**config.mk**
```make
export PLATFORM = sky130hd
export DESIGN_NAME = bp_resolve_unit
export DESIGN_NICKNAME = d
export VERILOG_FILES = /design/src/rtl/bp_pkg.sv /design/src/rtl/bp_resolve_unit_fifo.sv /design/src/rtl/bp_resolve_unit.sv
export SDC_FILE = /design/constraint.sdc
export NUM_CORES = 1
export LEC_CHECK = 0
export CAP_MARGIN = 20
export CORE_MARGIN = 2
export CORE_UTILIZATION = 54
export CTS_BUF_LIST = sky130_fd_sc_hd__clkbuf_16
export CTS_CLUSTER_DIAMETER = 30
export DETAILED_ROUTE_END_ITERATION = 8
export PLACE_DENSITY = 0.9
export SLEW_MARGIN = 40
export SYNTH_ARGS = -nofsm -noshare
export SYNTH_HDL_FRONTEND = slang
export SYNTH_SLANG_ARGS = --single-unit
```
**constraint.sdc**
```tcl
create_clock -name clk -period 2.8 [get_ports clk]
set_input_delay 0.28 -clock clk [delete_from_list [all_inputs] [get_ports clk]]
set_output_delay 0.28 -clock clk [all_outputs]
set_load 0.01 [all_outputs]
```
**src/rtl/bp_pkg.sv**
```systemverilog
// bp_pkg: types and constants shared by the gshare predictor and its EX-stage resolve unit
package bp_pkg;
  localparam int BP_PC_W = 14;
  typedef struct packed {
    logic [BP_PC_W-1:0] pc;
    logic               pred_taken;
    logic [BP_PC_W-1:0] alt_pc;
  } bp_entry_t;
  typedef enum logic {IDLE, FLUSH} bp_res_state_e;
endpackage

```
**src/rtl/bp_resolve_unit_fifo.sv**
```systemverilog
// bp_fifo: in-order synchronous FIFO with synchronous clear that overrides push
module bp_fifo #(
  parameter int W     = 8,
  parameter int DEPTH = 4
) (
  input  logic         clk,
  input  logic         rst,
  input  logic         push,
  input  logic         pop,
  input  logic         clr,
  input  logic [W-1:0] din,
  output logic         full,
  output logic         empty,
  output logic [W-1:0] head
);
  localparam int AW = $clog2(DEPTH);
  logic [W-1:0] mem [DEPTH];
  logic [AW-1:0] wptr, rptr;
  logic [AW:0] cnt;
  assign full  = cnt == (AW+1)'(DEPTH);
  assign empty = cnt == '0;
  assign head  = mem[rptr];
  always_ff @(posedge clk)
    if (push) mem[wptr] <= din;
  always_ff @(posedge clk) begin
    if (rst || clr) begin
      wptr <= '0;
      rptr <= '0;
      cnt  <= '0;
    end else begin
      if (push) wptr <= wptr + 1'b1;
      if (pop) rptr <= rptr + 1'b1;
      cnt <= cnt + (AW+1)'(push) - (AW+1)'(pop);
    end
  end
endmodule

```
**src/rtl/bp_resolve_unit.sv**
```systemverilog
// bp_resolve_unit: matches EX branch outcomes against queued fetch predictions, updates the predictor and recovers on mispredict
module bp_resolve_unit
  import bp_pkg::*;
#(
  parameter int PC_W         = BP_PC_W,
  parameter int DEPTH        = 4,
  parameter int FLUSH_CYCLES = 2,
  parameter int CNT_W        = 16
) (
  input  logic            clk,
  input  logic            rst,
  input  logic            pred_valid_F,
  input  logic [PC_W-1:0] pred_pc_F,
  input  logic            pred_taken_F,
  input  logic [PC_W-1:0] pred_alt_pc_F,
  output logic            queue_full,
  input  logic            resolve_valid_EX,
  input  logic            resolve_taken_EX,
  output logic            upd_en,
  output logic [PC_W-1:0] upd_pc,
  output logic            upd_taken,
  output logic            mispredict,
  output logic [PC_W-1:0] redirect_pc,
  output logic            flush_busy,
  output logic [CNT_W-1:0] branch_cnt,
  output logic [CNT_W-1:0] mispred_cnt,
  output logic            protocol_err
);
  localparam int FC_W = $clog2(FLUSH_CYCLES + 1);
  bp_res_state_e state, state_nx;
  logic [FC_W-1:0] fcnt, fcnt_nx;
  bp_entry_t head, din;
  logic empty, idle, res, mis, push, err_set;
  assign idle = state == IDLE;
  assign res  = idle && resolve_valid_EX && !empty;
  assign mis  = res && (resolve_taken_EX != head.pred_taken);
  // a correct pop frees the slot, so pushing while full is legal that cycle
  assign push = idle && pred_valid_F && (!queue_full || res);
  assign din  = '{pc: pred_pc_F, pred_taken: pred_taken_F, alt_pc: pred_alt_pc_F};
  assign err_set = idle ? (pred_valid_F && queue_full && !res) || (resolve_valid_EX && empty)
                        : resolve_valid_EX;
  assign flush_busy = !idle;
  bp_fifo #(.W($bits(bp_entry_t)), .DEPTH(DEPTH)) u_fifo (
    .clk   (clk),
    .rst   (rst),
    .push  (push),
    .pop   (res && !mis),
    .clr   (mis),
    .din   (din),
    .full  (queue_full),
    .empty (empty),
    .head  (head)
  );
  always_comb begin
    state_nx = idle ? (mis ? FLUSH : IDLE) : (fcnt == FC_W'(FLUSH_CYCLES - 1) ? IDLE : FLUSH);
    fcnt_nx  = idle ? '0 : fcnt + 1'b1;
  end
  always_ff @(posedge clk) begin
    if (rst) begin
      state        <= IDLE;
      fcnt         <= '0;
      upd_en       <= 1'b0;
      upd_pc       <= '0;
      upd_taken    <= 1'b0;
      mispredict   <= 1'b0;
      redirect_pc  <= '0;
      branch_cnt   <= '0;
      mispred_cnt  <= '0;
      protocol_err <= 1'b0;
    end else begin
      state      <= state_nx;
      fcnt       <= fcnt_nx;
      upd_en     <= res;
      mispredict <= mis;
      if (res) begin
        upd_pc    <= head.pc;
        upd_taken <= resolve_taken_EX;
      end
      if (mis) redirect_pc <= head.alt_pc;
      if (res && !(&branch_cnt)) branch_cnt <= branch_cnt + 1'b1;
      if (mis && !(&mispred_cnt)) mispred_cnt <= mispred_cnt + 1'b1;
      if (err_set) protocol_err <= 1'b1;
    end
  end
endmodule

```
==> results of run 1 <==
[per-layer routing]
layer	part of all wire (%)	global-route usage (%)	wire, um	vias to the layer above
met2	52	38.87	7987	174
met5	0	0	0	-
li1	-	-	-	2199
met3	5.4	5.639	831	33
met1	40	26.01	6151	2335
met4	2.0	8.621	301	0
[power groups by stage]
stage          combinational [W]  clock, W  sequential, W
2_1_floorplan           0.000873         0        0.00365
3_3_place_gp             0.00149         0        0.00360
3_5_place_dp             0.00154         0        0.00364
4_1_cts                  0.00155   0.00254        0.00358
5_1_grt                  0.00167   0.00265        0.00362
6_report                 0.00153   0.00250        0.00358
[worst max path at each step]
stage,from,end,slack (ns),depth (start not counted)
3_5_place_dp,resolve_valid_EX,u_fifo.cnt[1],0.31,9
3_3_place_gp,resolve_valid_EX,u_fifo.cnt[2],0.39,10
5_1_grt,u_fifo.mem[3][14],u_fifo.cnt[1],0.16,8
4_1_cts,u_fifo.mem[3][14],u_fifo.cnt[1],0.31,8
6_report,u_fifo.mem[3][14],u_fifo.cnt[1],0.30,8
2_1_floorplan,register,u_fifo.cnt[2],0.40,9
[synthesized netlist by cell type (2+ instances only)]
cell type / count / area [sq um]
nand3_1: 13 / 65.06
nor2b_1: 2 / 12.51
mux4_2: 29 / 653.1
dfxtp_1: 76 / 1521
nand2_1: 67 / 251.5
or3_1: 3 / 18.77
nor4_1: 12 / 75.07
nand4_1: 11 / 68.82
ha_1: 9 / 112.6
and4_1: 4 / 35.03
clkbuf_1: 17 / 63.81
and2_1: 9 / 56.30
nor3_1: 17 / 85.08
edfxtp_1: 116 / 3483
a211oi_1: 3 / 22.52
nor4b_1: 2 / 17.52
buf_2: 7 / 35.03
nand2b_1: 4 / 25.02
mux2i_1: 3 / 30.03
and3_1: 2 / 12.51
nor2_1: 38 / 142.6
inv_1: 10 / 37.54
xnor2_1: 31 / 271.5
o31ai_1: 2 / 15.01
nor3b_1: 2 / 15.01
a21oi_1: 34 / 170.2
[through the flow]
stage,worst slack [ns],util [%],std cells,instance area [sq um],total power [W]
6_report,0.2991,69.67,838,9299,0.007612
5_1_grt,0.1603,69.67,838,9299,0.007941
4_1_cts,0.3074,69.62,838,9293,0.007672
3_5_place_dp,0.3132,65.00,806,8676,0.005175
3_3_place_gp,0.3938,65.00,806,8676,0.005091
2_1_floorplan,0.3956,-,536,7418,0.004524
[kinds of logic after synthesis]
logic type               Yosys count  share of synthesized area (%)
adder cells (fa/ha/maj)           10                          1.788
XOR/XNOR                          33                          3.997
AO/OA/AOI/OAI                     44                          3.289
flip-flops                       192                          67.47
AND/OR/NAND/NOR                  189                          12.21
buffers and inverters             35                          1.889
multiplexers                      33                          9.361
[flip-flops by register name, summed over array words and instances, names as in the netlist, named ones only]
name          count
branch_cnt       16
mispred_cnt      16
fcnt              2
protocol_err      1
u_fifo.wptr       2
redirect_pc      14
upd_pc           14
upd_taken         1
u_fifo.mem      116
u_fifo.cnt        3
upd_en            1
flush_busy        1
u_fifo.rptr       2
mispredict        1
[critical path, stage by stage, from the launching register on]
cell	delay (ns)
edfxtp_1	0.39
mux4_2	0.52
xnor2_2	0.15
and2_1	0.18
ha_1	0.28
inv_1	0.04
ha_1	0.20
fa_1	0.48
nor3b_1	0.17
[final cells by class]
| class | count | area [sq um] | area share, % |
|---|---|---|---|
| multi-input combinational | 309 | 2282 | 24.54 |
| tap | 176 | 220.2 | 2.368 |
| sequential | 192 | 5006 | 53.83 |
| clock buffer | 17 | 425.4 | 4.575 |
| timing repair buffer | 119 | 1136 | 12.22 |
| clock inverter | 15 | 191.4 | 2.059 |
| inverter | 10 | 37.54 | 0.4037 |
==> impl_metrics.yaml, run 1 <==
status:
  run_status: "finished clean"
global_route:
  grt_max_degree: 29
  grt_pass1_vias: 4782
  grt_pass1_wl_mm: 24.28
  antenna_found_initial: 0
  grt_overflow: 0
  grt_usage_pct: 22.10
finish:
  final_common_cell: "edfxtp_1"
  drive_gt1_share_pct: 12.84
  final_nets: 693
  layout_common_cells: "edfxtp_1 (116), clkdlybuf4s50_1 (98), dfxtp_1 (75)"
  antennaDiodeCount: 0
  fill_cells: 915
  areaGrowthSynthToFinish_pct: 25.35
placement:
  port_buffers: 99
  place.gp.congestion: 0.8331
  place_hpwl_mm: 10.19
critical_path:
  reg2reg_depth: 8
  required_ns: 3.14
  r2r_slack_ns: 0.30
  endpoint_kind: "register"
  reg2reg_from: "u_fifo.mem[3][14]"
  crit_fanout: 2
  startpoint_type: "register"
  r2r-end: "u_fifo.cnt[1]"
  crit_type: "reg -> reg"
  crit_arrival_ns: 2.84
power_and_ir_drop:
  powerDensity_nw_per_um2: 818.5
  p_switching_w: 0.001970
  p_leak_nw: 3.008
  comb_power_share_pct: 20.1
  ir_drop_mv: 0.6871
  p_clk_share_pct: 32.9
  sw_frac_of_total_pct: 25.88
  seqPwrFrac_pct: 47.1
  p_int_w: 0.005642
synthesis:
  syn-cell-area_sq_um: 7418
  synth_seq_area_share_pct: 67.47
  syn_inst: 536
  ys_types: 39
  synth-edff-count: 116
  ys_ff_latch: 192
  yosys_warnings: 0
  syn_nets: 580
  async_flop_share_pct: 0
  synth-main-ff-cell: "edfxtp_1"
  syn_avg_cell_area_sq_um: 13.84
job:
  cap_violations: 0
route:
  postRouteAntennaNets: 0
  routedWlPerCell_um: 18.22
  num_vias: 4741
  drt-initial-drc-count: 529
  vias_per_cell: 5.658
  dr.pass1.iters: 5
  drt_wl_total_mm: 15.27
  drcViolationCount: 0
floorplanning:
  fp.dieH_um: 121.2
  floorplan.initialDensity_pct: 55.58
  die_x_um: 121.2
  rows: 42
  die_area_sq_um: 14690
  fp.coreArea_sq_um: 13350
  boundaryPins: 100
cts:
  cts_tree: "done"
  clkSinkCount: 192
  hold_buffers: 0
  clock_path_buffers: 2
  post_cts.repair.setup_buffers: 0
  cts_buffers: 17
  cts_root_buffer: "clkbuf_16"
  h-tree-depth: 4
  ctsResizeCount: 0
  path_clk_slew_ns: 0.07
  insertion_delay_ns: 0.43
sta:
  hold_ws_ns: 0.3117
  slew_viol_final: 0
  clock_skew_ns: 0.008167
  max_clock_freq_ghz: 0.3999
  rsz0062_at_grt: "no"
  hold_viol_final: 0
  slew_headroom_pct: 58.19
  tns_ns: 0
  setup_viol: 0
  worst_pin_slew_ns: 0.6271
  period_needed_ns: 2.501
  finalCritPeriodShare_pct: 89.32
min_path:
  hold_end: "mispred_cnt[13]"
  holdCritStartpoint: "rst"
  hold_depth: 2
  hold_class: "in -> reg"
No activity file was read; power rests on OpenSTA's default activity.
==> run 2, diff against run 1 <==
--- a/config.mk
+++ b/config.mk
@@ -5,6 +5,7 @@
 export SDC_FILE = /design/constraint.sdc
 export NUM_CORES = 1
 export LEC_CHECK = 0
+export ABC_CLOCK_PERIOD_IN_PS = 2800
 export CAP_MARGIN = 20
 export CORE_MARGIN = 2
 export CORE_UTILIZATION = 54
==> results of run 2 <==
No change in the layout: final DEF, timing and power equal those of run 1.
==> run 3, diff against run 2 <==
--- a/config.mk
+++ b/config.mk
@@ -5,7 +5,6 @@
 export SDC_FILE = /design/constraint.sdc
 export NUM_CORES = 1
 export LEC_CHECK = 0
-export ABC_CLOCK_PERIOD_IN_PS = 2800
 export CAP_MARGIN = 20
 export CORE_MARGIN = 2
 export CORE_UTILIZATION = 54
==> results of run 3 <==
No change in the layout: final DEF, timing and power equal those of run 1.
